--- src/rtl/mem_stage_pkg.sv ---
// Shared types and bus tag encoding for the memory-stage access unit.
package mem_stage_pkg;

    typedef enum logic [1:0] {
        OP_NONE  = 2'd0,
        OP_READ  = 2'd1,
        OP_WRITE = 2'd2,
        OP_RMW   = 2'd3
    } mem_op_t;

    typedef enum logic [2:0] {
        ST_IDLE,
        ST_REQ_ADDR,
        ST_REQ_DATA,
        ST_WAIT_RESP,
        ST_HOLD
    } state_t;

    // Tag header fields, most-significant first: {op, MEMORY, DATA}.
    localparam logic       TAG_READ   = 1'b1;
    localparam logic       TAG_WRITE  = 1'b0;
    localparam logic [3:0] TAG_MEMORY = 4'b0001;
    localparam logic       TAG_DATA   = 1'b1;
    localparam int         TAG_HDR_W  = 6;

    // Header bits of reqtag; the top pads the remaining low bits with zeros.
    function automatic logic [TAG_HDR_W-1:0] mk_reqtag(input logic is_write);
        return {(is_write ? TAG_WRITE : TAG_READ), TAG_MEMORY, TAG_DATA};
    endfunction

endpackage

--- src/rtl/mem_beat_serdes.sv ---
// Beat counter plus serialiser (wdata -> bus beats, MS beat first) and
// deserialiser (response beats -> DATA_W word, MS beat first).
module mem_beat_serdes #(
    parameter int BUS_W = 64,
    parameter int BEATS = 1
) (
    input  logic                     clk,
    input  logic                     reset,
    input  logic                     load,
    input  logic [BEATS*BUS_W-1:0]   wdata,
    input  logic                     tx_adv,
    input  logic                     rx_shift,
    input  logic                     rx_clr,
    input  logic [BUS_W-1:0]         resp,
    output logic [BUS_W-1:0]         tx_beat,
    output logic [BEATS*BUS_W-1:0]   rx_data,
    output logic                     last_beat
);
    localparam int DATA_W = BEATS * BUS_W;
    localparam int CNT_W  = (BEATS > 1) ? $clog2(BEATS) : 1;

    logic [CNT_W-1:0]  cnt;
    logic [DATA_W-1:0] tx_q;
    logic [DATA_W-1:0] rx_q;

    assign last_beat = (cnt == CNT_W'(BEATS - 1));
    assign tx_beat   = tx_q[DATA_W-1 -: BUS_W];
    assign rx_data   = rx_q;

    // Beat counter: wraps after the last beat so every phase starts at zero.
    always_ff @(posedge clk or posedge reset) begin
        // NOTE: state is updated with <= so all registers sample pre-edge values.
        if (reset)                   cnt <= '0;
        else if (load)               cnt <= '0;
        else if (tx_adv || rx_shift) cnt <= last_beat ? '0 : cnt + 1'b1;
    end

    // Outgoing data shifts left so the current beat is always the top BUS_W bits.
    always_ff @(posedge clk or posedge reset) begin
        if (reset)       tx_q <= '0;
        else if (load)   tx_q <= wdata;
        else if (tx_adv) tx_q <= tx_q << BUS_W;
    end

    // Incoming beats enter at the bottom, so the first beat ends up most significant.
    always_ff @(posedge clk or posedge reset) begin
        if (reset)         rx_q <= '0;
        else if (rx_clr)   rx_q <= '0;
        else if (rx_shift) rx_q <= (rx_q << BUS_W) | DATA_W'(resp);
    end

endmodule

--- src/rtl/mem_stage_access_unit.sv ---
// Memory-stage engine: issues READ / WRITE / RMW accesses on the D-cache
// core bus, stalls the pipeline while busy and holds the result for writeback.
// Optional build macro MEM_STAGE_TIMEOUT_EN adds a response timeout.
module mem_stage_access_unit
    import mem_stage_pkg::*;
#(
    parameter int ADDR_W         = 64,
    parameter int BUS_W          = 64,
    parameter int BEATS          = 1,
    parameter int TAG_W          = 13,
    parameter int TIMEOUT_CYCLES = 256
) (
    input  logic                   clk,
    input  logic                   reset,
    input  logic                   in_valid,
    input  logic [1:0]             in_op,
    input  logic [ADDR_W-1:0]      in_addr,
    input  logic [BEATS*BUS_W-1:0] in_wdata,
    input  logic                   wb_stall,
    output logic                   stall_out,
    output logic                   done_out,
    output logic [BEATS*BUS_W-1:0] rdata_out,
    output logic                   err_out,
    output logic                   reqcyc,
    output logic [BUS_W-1:0]       req,
    output logic [TAG_W-1:0]       reqtag,
    input  logic                   reqack,
    input  logic                   respcyc,
    input  logic [BUS_W-1:0]       resp,
    output logic                   respack
);
    localparam int PAD_W = TAG_W - TAG_HDR_W;

    if (PAD_W < 1 || TIMEOUT_CYCLES < 1) begin : g_bad_param
        $error("mem_stage_access_unit: TAG_W must exceed the tag header, TIMEOUT_CYCLES must be positive");
    end

    state_t            state, state_nxt;
    mem_op_t           op_in, op_q;
    logic [ADDR_W-1:0] addr_q;
    logic              wr_phase;
    logic              accept, is_wr, tmo_hit;
    logic [BUS_W-1:0]  tx_beat;
    logic              last_beat;

    assign op_in  = mem_op_t'(in_op);
    assign accept = (state == ST_IDLE) && in_valid && !wb_stall && (op_in != OP_NONE);
    // RMW reuses the WRITE path once its read phase has captured the old data.
    assign is_wr  = (op_q == OP_WRITE) || wr_phase;

`ifdef MEM_STAGE_TIMEOUT_EN
    localparam int TMO_W = $clog2(TIMEOUT_CYCLES + 1);
    logic [TMO_W-1:0] tmo_cnt;
    logic             err_q;

    assign tmo_hit = (state == ST_WAIT_RESP) && !respcyc && (tmo_cnt == TMO_W'(TIMEOUT_CYCLES));
    assign err_out = err_q;

    // Idle-response counter: restarts on WAIT_RESP entry and on every response beat.
    always_ff @(posedge clk or posedge reset) begin
        if (reset)                                  tmo_cnt <= '0;
        else if (state != ST_WAIT_RESP || respcyc)  tmo_cnt <= '0;
        else                                        tmo_cnt <= tmo_cnt + 1'b1;
    end

    // Error flag lives for exactly one HOLD episode.
    always_ff @(posedge clk or posedge reset) begin
        if (reset)                                err_q <= 1'b0;
        else if (tmo_hit)                         err_q <= 1'b1;
        else if (state == ST_HOLD && !wb_stall)   err_q <= 1'b0;
    end
`else
    assign tmo_hit = 1'b0;
    assign err_out = 1'b0;
`endif

    mem_beat_serdes #(
        .BUS_W (BUS_W),
        .BEATS (BEATS)
    ) u_serdes (
        .clk       (clk),
        .reset     (reset),
        .load      (accept),
        .wdata     (in_wdata),
        .tx_adv    ((state == ST_REQ_DATA) && reqack),
        .rx_shift  ((state == ST_WAIT_RESP) && respcyc && !is_wr),
        .rx_clr    (tmo_hit),
        .resp      (resp),
        .tx_beat   (tx_beat),
        .rx_data   (rdata_out),
        .last_beat (last_beat)
    );

    // State register.
    always_ff @(posedge clk or posedge reset) begin
        if (reset) state <= ST_IDLE;
        else       state <= state_nxt;
    end

    // Access context captured at accept; wr_phase marks the RMW write half.
    always_ff @(posedge clk or posedge reset) begin
        if (reset) begin
            op_q     <= OP_NONE;
            addr_q   <= '0;
            wr_phase <= 1'b0;
        end else if (accept) begin
            op_q     <= op_in;
            addr_q   <= in_addr;
            wr_phase <= 1'b0;
        end else if (state == ST_WAIT_RESP && op_q == OP_RMW && !wr_phase && respcyc && last_beat) begin
            wr_phase <= 1'b1;
        end
    end

    // Next-state logic.
    always_comb begin
        // NOTE: default first so every path assigns state_nxt and no latch is inferred.
        state_nxt = state;
        unique case (state)
            ST_IDLE:      if (accept) state_nxt = ST_REQ_ADDR;
            ST_REQ_ADDR:  if (reqack) state_nxt = is_wr ? ST_REQ_DATA : ST_WAIT_RESP;
            ST_REQ_DATA:  if (reqack && last_beat) state_nxt = ST_WAIT_RESP;
            ST_WAIT_RESP: begin
                if (respcyc) begin
                    if (is_wr)          state_nxt = ST_HOLD;
                    else if (last_beat) state_nxt = (op_q == OP_RMW) ? ST_REQ_ADDR : ST_HOLD;
                end else if (tmo_hit) begin
                    state_nxt = ST_HOLD;
                end
            end
            ST_HOLD:      if (!wb_stall) state_nxt = ST_IDLE;
            default:      state_nxt = ST_IDLE;
        endcase
    end

    // Bus and pipeline handshake outputs, decoded from the current state.
    always_comb begin
        reqcyc    = 1'b0;
        req       = '0;
        reqtag    = '0;
        respack   = 1'b0;
        done_out  = 1'b0;
        stall_out = 1'b0;
        unique case (state)
            ST_IDLE: begin
                stall_out = accept;
                done_out  = in_valid && !wb_stall && (op_in == OP_NONE);
            end
            ST_REQ_ADDR: begin
                reqcyc    = 1'b1;
                req       = BUS_W'(addr_q);
                reqtag    = {mk_reqtag(is_wr), {PAD_W{1'b0}}};
                stall_out = 1'b1;
            end
            ST_REQ_DATA: begin
                reqcyc    = 1'b1;
                req       = tx_beat;
                reqtag    = {mk_reqtag(is_wr), {PAD_W{1'b0}}};
                stall_out = 1'b1;
            end
            ST_WAIT_RESP: begin
                respack   = respcyc;
                stall_out = 1'b1;
            end
            ST_HOLD: begin
                done_out  = !wb_stall;
                stall_out = wb_stall;
            end
            default: ;
        endcase
    end

endmodule

--- config.mk ---
export PLATFORM = sky130hd
export DESIGN_NAME = mem_stage_access_unit
export DESIGN_NICKNAME = d
export VERILOG_FILES = /design/src/rtl/mem_stage_pkg.sv /design/src/rtl/mem_beat_serdes.sv /design/src/rtl/mem_stage_access_unit.sv
export SDC_FILE = /design/constraint.sdc
export NUM_CORES = 1
export LEC_CHECK = 0
export ABC_AREA = 1
export CORE_MARGIN = 2
export CORE_UTILIZATION = 50
export DETAILED_ROUTE_END_ITERATION = 7
export DONT_BUFFER_PORTS = 1
export GPL_TIMING_DRIVEN = 1
export HOLD_SLACK_MARGIN = 0.03
export PLACE_DENSITY = 0.69
export SLEW_MARGIN = 20
export SYNTH_ARGS = -nofsm -noshare
export SYNTH_HDL_FRONTEND = slang
export SYNTH_SLANG_ARGS = --single-unit
--- constraint.sdc ---
create_clock -name clk -period 9.4 [get_ports clk]
set_input_delay 1.88 -clock clk [delete_from_list [all_inputs] [get_ports clk]]
set_output_delay 1.88 -clock clk [all_outputs]
set_load 0.01 [all_outputs]
==> qor.csv <==
stage;metric;value;unit
synth;yosysSeqAreaShare;0.555;
finish;nNetsFinal;1202;
timing;drv_slew;0;
synth;netlist_instances;1045;
power_and_ir_drop;power.density;354;nW/µm²
clock_tree;cts_max_level;4;
finish;area_growth;5.76;%
critical_path;crit_path_start_kind;primary input;
clock_tree;cts_hold_buf;0;
critical_path;crit_path_end_kind;primary output;
clock_tree;cts_resized;0;
critical_path;crit_arrival;3.15;ns
timing;period_share;0.535;
clock_tree;clock-sinks;198;
power_and_ir_drop;p_leak;4.76;nW
clock_tree;cts-buffers-inserted;17;
route;wirelength;22000;µm
grt;antenna_found_initial;0;
synth;synth_area_per_cell;8.55;µm²
place;pre_cts_ws;4.36;ns
synth;synth-seq-cells;198;
route;viasPerCell;5.33;
timing;final_hold_viol_count;0;
critical_path;crit_required;7.52;ns
floorplan;placementRows;48;
floorplan;die_w;138;µm
place;numPortBuffers;0;
timing;fmax;199;MHz
route;wl_per_cell;17.8;µm
floorplan;fp.dieH;138;µm
finish;n_antenna_cell;0;
floorplan;ios;346;
clock_tree;clk_pin_slew;0.07;ns
grt;grt_overflow;0;
grt;grt_pass1_vias;6224;
route;drc;0;
grt;grtUsageTotal;0.227;
synth;netlist_area;8930;µm²
clock_tree;cts_root_buf;clkbuf_16;
clock_tree;insertion_delay;0.44;ns
timing;finalClockSkew;0.0125;ns
place;place_congestion;0.807;
timing;tightest_slew;1.05;ns
status;status;finished, final reports clean;
critical_path;cp_max_fo;89;
floorplan;dieArea;19000;µm²
synth;yosys_warnings;0;
timing;period_needed;5.03;ns
route;ant_nets;0;
route;drtIter0Drc;460;
timing;timing.final.ws_setup;4.37;ns
clock_tree;post_cts_buffers;0;
power_and_ir_drop;ir_drop;0.165;mV
critical_path;crit_type;in -> out;
clock_tree;cts_tree;done;
timing;setup_viol;0;
finish;drive_above_1_share;0.0828;
job;maxCapViolCount;0;
timing;setup_tns;0;ns
place;hpwl;14800;µm
route;vias;6606;
timing;rsz0062_at_grt;false;
grt;grt_max_degree;119;
worst_hold_path;hp-class;reg -> reg;
synth;synthDistinctLibCells;26;
timing;maxSlewHeadroom;0.300;
route;drt-pass1-iter-count;5;
finish;num-fill-cells;1646;
floorplan;initial_utilization;0.515;
grt;grt_pass1_wl;32900;µm
floorplan;coreArea;17400;µm²
clock_tree;clockBufferDepth;2;
where the power goes:
part / leakage, nW / internal (mW) / switching [mW]
combinational: 1.97 / 0.313 / 0.722
clock: 0.291 / 0.386 / 0.350
sequential: 2.50 / 1.27 / 0.300
total: 4.76 / 1.97 / 1.37
state kept, by name, summed over array words and instances (netlist names):
name / count
u_serdes.rx_data: 64
u_serdes.tx_beat: 64
wr_phase: 1
op_q: 2
addr_q: 64
state: 3
path summary, 6_finish.rpt:
kind | startpoint | endpoint | slack (ns) | cells past startpoint
min in group asynchronous | reset | u_serdes.rx_data[1] | 1.43 | 1
max in group asynchronous | reset | addr_q[33] | 6.70 | 2
max | wb_stall | stall_out | 4.37 | 6
min | u_serdes.tx_beat[58] | u_serdes.tx_beat[58] | 0.50 | 2
min reg2reg | u_serdes.tx_beat[58] | u_serdes.tx_beat[58] | 0.50 | 2
max reg2reg | state[1] | addr_q[17] | 6.56 | 8
stage by stage:
step / area [µm²] / cells / util / hold slack, ns / power (mW)
after floorplan: 8970 / 1055 / - / 0.469 / 2.38
after global placement: 8830 / 1207 / 0.509 / 0.480 / 2.59
after detailed placement: 8830 / 1207 / 0.509 / 0.487 / 2.63
after CTS: 9420 / 1239 / 0.543 / 0.504 / 3.37
after global routing: 9450 / 1240 / 0.544 / 0.524 / 3.58
final: 9450 / 1240 / 0.544 / 0.499 / 3.34
worst max-delay path, stage by stage:
cell,delay (ns)
inv_1,0.05
nand2_1,0.11
nor3_4,0.16
buf_4,0.70
inv_2,0.07
o2111ai_1,0.16
cell families (layout without fill, tap and decap cells):
group,Yosys count,count (layout),synth area share
DFF,198,198,0.555
AOI/OAI and AO/OA,203,203,0.128
other,1,11,0.000420
and+or+nand+nor,419,419,0.199
buffers and inverters,224,184,0.118
layout by cell type (no fill, tap or decap), drive strengths merged, types with 2 or more instances in the layout:
cell and instances:
a21oi 2, buf 10, clkbuf 18, clkinv 4, conb 11, dfrtp 198, inv 150, nand2 272
nand3 135, nor2 9, nor3 2, o21ai 198
layout make-up:
type                            instances  area [µm²]  area share
Sequential cell                       198        4950       0.524
Multi-Input combinational cell        633        2980       0.316
Inverter                              142         541      0.0572
Clock buffer                           18         439      0.0465
Tap cell                              225         282      0.0298
Clock inverter                         14         158      0.0167
Timing Repair Buffer                   10        91.3     0.00967
cell usage after synthesis:
cell type / number / area share
o21ai_0: 85 / 0.048
nand3_1: 134 / 0.075
nor3_4: 1 / 0.0018
a32o_1: 1 / 0.0011
buf_4: 36 / 0.030
conb_1: 1 / 0.00042
inv_2: 2 / 0.00084
buf_1: 1 / 0.00042
nor2_2: 2 / 0.0014
a21oi_1: 2 / 0.0011
o21ai_1: 83 / 0.046
nand2_1: 272 / 0.11
nor2_1: 6 / 0.0025
a22o_1: 1 / 0.00098
clkbuf_1: 20 / 0.0084
o21ai_2: 30 / 0.029
nor2_4: 1 / 0.0013
clkbuf_4: 3 / 0.0025
o2111ai_1: 1 / 0.00098
buf_6: 7 / 0.0088
nand4_1: 1 / 0.00070
inv_1: 140 / 0.059
dfrtp_1: 198 / 0.55
buf_2: 15 / 0.0084
nand3_2: 1 / 0.0011
nor3_1: 1 / 0.00056
metal layers:
layer  up-vias  track usage  part of all wire
li1       3207            -                 -
met1      3104        0.274              0.39
met2       259        0.369              0.50
met3        36       0.0809             0.092
met4         0       0.0916             0.025
met5         -            0                 0
(Power assumes the default switching activity.)
